[config.mk]
export PLATFORM = sky130hd
export DESIGN_NAME = fetch_queue
export DESIGN_NICKNAME = d
export VERILOG_FILES = /design/src/rtl/fetch_queue.sv
export SDC_FILE = /design/constraint.sdc
export NUM_CORES = 1
export LEC_CHECK = 0
export ABC_AREA = 0
export CAP_MARGIN = 20
export CORE_ASPECT_RATIO = 1.75
export CORE_UTILIZATION = 35
export DETAILED_ROUTE_END_ITERATION = 8
export GPL_TIMING_DRIVEN = 0
export PLACE_DENSITY = 0.6
export SYNTH_ARGS = -nofsm -noshare
export SYNTH_HDL_FRONTEND = slang
export SYNTH_SLANG_ARGS = --single-unit
export TNS_END_PERCENT = 20
[constraint.sdc]
create_clock -name CLK -period 5.8 [get_ports CLK]
set_input_delay 0.87 -clock CLK [delete_from_list [all_inputs] [get_ports CLK]]
set_output_delay 0.87 -clock CLK [all_outputs]
set_load 0.01 [all_outputs]
[src/rtl/fetch_queue.sv]
// fetch_queue: dual-issue fetch stage buffering {pc, inst} pairs from a synchronous
// instruction memory and presenting two slots per cycle to the pair check stage.
module fetch_queue #(
   parameter int DEPTH = 8,
   parameter int PTR_W = 3,
   parameter logic [12:0] RESET_PC = 13'd0
) (
   input  logic        CLK,
   input  logic        NRST,
   output logic        imem_req,
   output logic [9:0]  imem_addr,
   input  logic [63:0] imem_rdata,
   input  logic        redirect,
   input  logic [12:0] redirect_pc,
   input  logic        stall,
   input  logic        is_depend,
   output logic [12:0] pc1_out,
   output logic [12:0] pc2_out,
   output logic [31:0] inst1_out,
   output logic [31:0] inst2_out
);
   localparam logic [PTR_W:0] ZERO = '0;
   localparam logic [PTR_W:0] ONE = (PTR_W+1)'(1);
   localparam logic [PTR_W:0] TWO = (PTR_W+1)'(2);
   logic [44:0] mem [DEPTH];
   logic [PTR_W-1:0] head, tail;
   logic [PTR_W:0] count, pop_n, push_n;
   logic [12:0] fetch_pc, resp_pc;
   logic inflight, was_split;
   // two words of space are reserved for every read still in flight
   assign imem_req = NRST && !redirect && (int'(count) + (inflight ? 2 : 0) <= DEPTH - 2);
   assign imem_addr = fetch_pc[12:3];
   assign push_n = !inflight ? ZERO : resp_pc[2] ? ONE : TWO;
   assign pop_n = (stall || count == ZERO) ? ZERO : (was_split || count == ONE) ? ONE : TWO;
   assign {pc1_out, inst1_out} = (count != ZERO) ? mem[head] : '0;
   assign {pc2_out, inst2_out} = (!was_split && count >= TWO) ? mem[head + PTR_W'(1)] : '0;
   always_ff @(posedge CLK) begin
      if (!NRST) begin
         fetch_pc <= RESET_PC;
         head <= '0;
         tail <= '0;
         count <= '0;
         inflight <= 1'b0;
         was_split <= 1'b0;
      end else if (redirect) begin
         fetch_pc <= redirect_pc;
         head <= tail;
         count <= '0;
         inflight <= 1'b0;
         was_split <= 1'b0;
      end else begin
         if (imem_req) fetch_pc <= {fetch_pc[12:3] + 10'd1, 3'b000};
         if (imem_req) resp_pc <= fetch_pc;
         inflight <= imem_req;
         head <= head + pop_n[PTR_W-1:0];
         tail <= tail + push_n[PTR_W-1:0];
         count <= count + push_n - pop_n;
         if (!stall) was_split <= is_depend;
      end
   end
   // a misaligned target only contributes the upper word of its pair
   always_ff @(posedge CLK) begin
      if (NRST && !redirect && inflight) begin
         if (resp_pc[2]) mem[tail] <= {resp_pc, imem_rdata[63:32]};
         else begin
            mem[tail] <= {resp_pc, imem_rdata[31:0]};
            mem[tail + PTR_W'(1)] <= {resp_pc + 13'd4, imem_rdata[63:32]};
         end
      end
   end
endmodule
==> summary.txt, run 1 <==
Detailed routing
  • Total wire length: 71.1 mm
  • Detailed Routing Iterations Pass 1: 5
  • Remaining DRCs: 0
  • Initial DRC count: 971
  • Via count: ~15000
  • Wire length per cell: 27.5 um
  • ANT nets after route: 0
  • Avg Vias per Cell: 5.64

GRT
  • Vias in the first global route: between 15000 and 20000
  • First-pass GRT wire length: 104 mm
  • Met1 usage: between 20 and 25%
  • Largest net degree at the start of global routing: between 40 and 50
  • Gr ovfl total: 0
  • Met3 usage: ~3.4%
  • Overall Global Routing Usage: 21.9%
  • GRT busiest layer: met2
  • Initial antenna violation count: 12
  • GR Util met2: 40.9%

STA
  • Hold slack: approximately 0.44 ns
  • RSZ-0062 raised after global routing: false
  • Actual slew at the worst max-slew pin: ~1.1 ns
  • Setup Viol. Count Final: 0
  • Worst rel slew slack: between 20% and 30%
  • Final Max Slew Viols: 0
  • FMAX: just over 0.2 GHz
  • Skew final: approximately 0.013 ns
  • Final period util: 84.4%
  • Crit path time final: slightly below 5 ns
  • Final Hold Viols: 0

Synthesis
  • Syn Nets: 1599
  • Library cell with the highest instance count after synthesis: edfxtp_1
  • Most used DFF post-synth: edfxtp_1
  • Register area share after synthesis: 51.9%
  • Synthesized area: ~23000 um2
  • Share of the synthesized area in the top cell type: 49.7%
  • Top area cells in the synthesized netlist: edfxtp_1 (50%), mux4_2 (18%), mux2_2 (9.7%)
  • Async SR Flop Fraction: 0%
  • Biggest area consumer among synthesized cells: edfxtp_1
  • Most frequent cells after synthesis: edfxtp_1 (373), mux2_2 (194), mux4_2 (180)
  • Yosys reg bits: 398
  • Post-synthesis instance total: 1498
  • EDFF count, synth: roughly 370
  • Yosys warning count: 0
  • Post-synth cell types: between 50 and 60
  • Mean post-synth cell area: 15.0 um2

Clock network
  • Worst-Skew Late Latency: around 0.56 ns
  • Setup bufs post-CTS: 0
  • CTS Hold Bufs: 0
  • Post-CTS sizing: 0
  • CTS tree: built
  • Htree depth: 2
  • Root Buffer: clkbuf_16
  • CTS sink cnt: 398
  • CTS Buf Count: 40
  • Longest Clk Path Bufs: 3
  • Reg clk slew, reported paths: 0.06 ns

Placed design
  • HPWL Detailed: between 40 and 50 mm
  • Port Buf Inserts: about 180
  • Placed Area: about 26000 um2
  • Inst Count DP: around 2500
  • Final RePlAce weighted congestion: approximately 0.8

Cells and area
  • Fin nets: 1843
  • Finished Layout Cells: about 2600
  • Fraction of layout cells with a size suffix above 1: a little under a third
  • Final core area utilization: between 40% and 50%
  • Non-Filler Cell Area, Final: approximately 27000 um2
  • Synthesis-to-finish area growth: 20.2%

Power
  • Post-route total power: roughly 7.5 mW
  • Leakage: 8.56 nW
  • Pwr/cell area: ~280 nW/um2
  • VDD IR-drop max: 0.000205 V

Worst setup path
  • WP data required: 4.93 ns
  • Critical path arrival: roughly 4.0 ns
  • R2r startpoint: tail[1]$_SDFFE_PN0N_
  • CP endpoint kind: primary output
  • Critical path launch point: head[0]$_SDFF_PN0_
  • Critical path type: flip-flop to primary output
  • Reg2Reg Depth: 5
  • CP Max Fanout: 10
  • Startpoint Class: flip-flop

Die
  • Die span in x: 194 um
  • Top-Level Pins: ~180
  • Die Y: between 300 and 400 um
  • Core ar.: 63500 um2
  • Core Rows: 122
  • Die Footprint: 65500 um2
  • Initial Utilization: roughly 36%

Run
  • Max-cap viol count: 0

Status
  • Status: finished, final reports clean

Worst hold path
  • Hold path depth: 0
  • Hold crit path type: flip-flop to flip-flop
  • Worst min-delay path startpoint: fetch_pc[1]$_SDFFE_PN0P_
## critical path: stages (launching register included)
cell             delay (ns)
dfxtp_1                0.36
ha_1                   0.29
buf_2                  0.31
buf_2                  0.40
clkbuf_1               0.67
mux4_2                 0.36
nand2_1                0.06
a21oi_1                0.39
clkdlybuf4s50_1        0.62
## cell type report
cell class / instances / area, um2
clock inverters: 19 / 153
clock buffers: 54 / 1110
repair buffers: 202 / 2200
multi-input cells: 941 / 10100
fillers: 5774 / 36400
diodes: 6 / 15.0
inverters: 14 / 52.6
plain buffers: 145 / 726
well taps: 806 / 1010
flip-flops and latches: 398 / 11700
## per-stage QoR
stage | TNS (ns) | worst slack [ns]
finish | 0 | 0.903
global route | 0 | 0.736
CTS | 0 | 0.848
detailed placement | 0 | 1.08
global placement | -405.86 | -1.74
floorplan | 0 | 1.90
## registers in the layout, summed over array words and instances (netlist names)
name	count
inflight	1
tail	3
head	3
fetch_pc	13
resp_pc	13
mem	360
was_split	1
count	4
## worst paths after layout
check | end | slack [ns]
worst max-delay path | inst2_out[28] | 0.90
worst max register to register | mem[3][37]$_DFFE_PP_ | 2.61
worst min register to register | resp_pc[1]$_DFFE_PP_ | 0.44
worst min-delay path | resp_pc[1]$_DFFE_PP_ | 0.44
## layer usage
metal / wire, um / vias to the layer above
met5: 76 / -
met1: 25800 / 7531
met2: 38100 / 544
met3: 3790 / 173
met4: 3320 / 12
li1: - / 6322
## cells by family after synthesis
family,count (synthesis),share of synthesized area [%]
AOI/OAI and AO/OA,101,2.64
adders and majority gates,19,1.12
buffers and inverters,159,3.45
muxes,492,33.3
xor gates and xnor gates,49,2.07
and+or+nand+nor,280,5.52
DFF,398,51.9
## power breakdown
group / total (mW) / internal [mW] / switching, mW
Clock: 2.58 / 1.43 / 1.15
Combinational: 1.70 / 0.797 / 0.905
Sequential: 3.24 / 3.20 / 0.0400
Total: 7.52 / 5.42 / 2.09
## layout by cell type, fill, tap and decap left out, types with 17 or more instances in the layout
cell type	n
clkbuf_16	42
nor2_1	56
mux2_2	194
edfxtp_1	373
nand2_1	165
ha_1	17
mux2_1	70
clkdlybuf4s50_1	182
a21oi_1	62
mux2i_1	48
mux4_2	180
dfxtp_1	25
buf_2	59
xnor2_1	45
clkbuf_1	65
buf_4	21
No activity file was read; power rests on OpenSTA's default activity.
==> run 2, diff against run 1 <==
--- a/config.mk
+++ b/config.mk
@@ -11,7 +11,7 @@
 export CORE_UTILIZATION = 35
 export DETAILED_ROUTE_END_ITERATION = 8
 export GPL_TIMING_DRIVEN = 0
-export PLACE_DENSITY = 0.6
+export PLACE_DENSITY = 0.62
 export SYNTH_ARGS = -nofsm -noshare
 export SYNTH_HDL_FRONTEND = slang
 export SYNTH_SLANG_ARGS = --single-unit
==> constraint.sdc (replaced) <==
create_clock -name CLK -period 4.25 [get_ports CLK]
set_input_delay 0.6375 -clock CLK [delete_from_list [all_inputs] [get_ports CLK]]
set_output_delay 0.6375 -clock CLK [all_outputs]
set_load 0.01 [all_outputs]
==> summary.txt, run 2 (synthesized netlist as in run 1, its figures left out) <==
STA
  • RSZ-0062 raised after global routing: true
  • Final Max Slew Viols: 0
  • Skew final: ~0.02 ns
  • Setup Viol. Count Final: 1
  • Actual slew at the worst max-slew pin: about 1.1 ns
  • Final Hold Viols: 0
  • Crit path time final: 4.30 ns
  • Final period util: 101%
  • FMAX: between 0.2 and 0.25 GHz
  • Worst rel slew slack: 28.2%
  • Final Worst Setup Slack: -0.0469 ns

Placed design
  • Port Buf Inserts: roughly 180
  • Dpl ws: 0.219 ns
  • Inst Count DP: 2504
  • HPWL Detailed: just over 50 mm
  • Final RePlAce weighted congestion: just over 0.8

GRT
  • GRT busiest layer: met2
  • Met3 usage: under 10%
  • Largest net degree at the start of global routing: 34
  • Overall Global Routing Usage: 21.7%
  • Vias in the first global route: about 16000
  • Gr ovfl total: 0
  • GR Util met2: 41.5%
  • Met1 usage: 23.8%
  • Initial antenna violation count: 7
  • First-pass GRT wire length: ~100 mm

Die
  • Die span in x: 194 um
  • Initial Utilization: between 30% and 40%
  • Top-Level Pins: ~180
  • Die Footprint: between 60000 and 70000 um2
  • Core ar.: ~64000 um2
  • Die Y: ~340 um
  • Core Rows: roughly 120

Worst setup path
  • WP data required: 3.61 ns
  • Startpoint Class: flip-flop
  • Slowest library cell on the worst path: clkdlybuf4s50_1
  • CP Max Fanout: 10
  • R2r startpoint: tail[1]$_SDFFE_PN0N_
  • CP max stage delay: ~0.64 ns
  • Critical path type: flip-flop to primary output
  • FF-to-FF End: mem[0][25]$_DFFE_PP_
  • Reg2Reg Depth: 5
  • Buf/Inv on CP: 2
  • CP endpoint kind: primary output
  • Worst path cell trace: ha_1, xor2_2, clkbuf_1, nand2_1, a21oi_1, clkdlybuf4s50_1
  • Crit path max-delay family: buffers and inverters
  • Reg2reg setup slack: 1.05 ns
  • Critical path launch point: head[0]$_SDFF_PN0_
  • Critical path arrival: 3.66 ns

Worst hold path
  • Worst Hold Path EP: resp_pc[2]$_DFFE_PP_
  • Hold path depth: 0
  • Worst min-delay path startpoint: fetch_pc[2]$_SDFFE_PN0P_
  • Hold crit path type: flip-flop to flip-flop

Cells and area
  • Biggest regs: mem (360), fetch_pc (13), resp_pc (13)
  • Finished Layout Cells: ~2600
  • Fraction of layout cells with a size suffix above 1: approximately a third
  • Fin nets: around 1800
  • Most common cell after layout, fill and taps aside: edfxtp_1
  • Most frequent cells in the layout: edfxtp_1 (373), mux2_2 (194), clkdlybuf4s50_1 (182), mux4_2 (180), nand2_1 (165)
  • Max FFs per register: between 300 and 400
  • Final core area utilization: between 40% and 50%
  • Top reg by flops: mem
  • Synthesis-to-finish area growth: 20.4%

Detailed routing
  • Via count: about 15000
  • Initial DRC count: approximately 1200
  • Total wire length: 70.9 mm
  • Avg Vias per Cell: 5.66
  • Remaining DRCs: 0
  • Wire length per cell: 27.5 um
  • Detailed Routing Iterations Pass 1: 5
  • ANT nets after route: 0

Clock network
  • Worst-Skew Late Latency: around 0.57 ns
  • Reg clk slew, reported paths: 0.07 ns
  • CTS sink cnt: approximately 400
  • CTS Buf Count: 39
  • CTS tree: built
  • Root Buffer: clkbuf_16
  • Longest Clk Path Bufs: 3
  • Htree depth: 2
  • CTS Hold Bufs: 0

Run
  • Max-cap viol count: 0

Power
  • VDD IR-drop max: 0.000252 V
  • Pwr/cell area: 377 nW/um2
  • Leakage: roughly 8.6 nW

Status
  • Status: finished with violations
  • Failing checks: setup timing
-- run 2: repair_timing --
item                                    in CTS  in global routing
setup buffers                                0                  0
resized for setup                           20                  8
endpoints found under the setup margin      81                 12
-- run 2: cell type report --
class	instances	area (um2)
diodes	2	5.00
plain buffers	144	766
clock buffers	50	1070
clock inverters	21	179
fillers	5736	36400
inverters	14	52.6
multi-input cells	941	10200
flip-flops and latches	398	11700
well taps	806	1010
repair buffers	200	2200
-- run 2: per-stage QoR --
stage	hold WS [ns]	cell area, um2	TNS, ns	total power, mW
after floorplan	0.409	22500	0	5.67
after global placement	0.417	25400	-749.52	6.80
after detailed placement	0.420	25800	0	6.84
after CTS	0.432	27100	0	10.3
after global routing	0.446	27100	-0.0972	10.5
final	0.430	27100	-0.0469	10.2
-- run 2: where the power goes --
group / switching (mW) / internal [mW]
sequential: 0.0567 / 4.36
clock: 1.58 / 1.92
combinational: 1.24 / 1.09
-- run 2: worst max-delay path by stage --
stage	end	slack, ns	depth (start not counted)
floorplan	mem[5][0]$_DFFE_PP_	0.58	3
global placement	mem[1][24]$_DFFE_PP_	-2.75	4
detailed placement	inst2_out[28]	0.22	8
CTS	inst2_out[28]	0.01	6
global route	inst2_out[23]	-0.06	6
finish	inst2_out[28]	-0.05	6
-- run 2: routing by layer --
layer  up-vias  part of all wire, %
met3       155                  5.5
met1      7513                   36
li1       6311                    -
met2       601                   54
met5         -                0.082
met4        10                  4.2
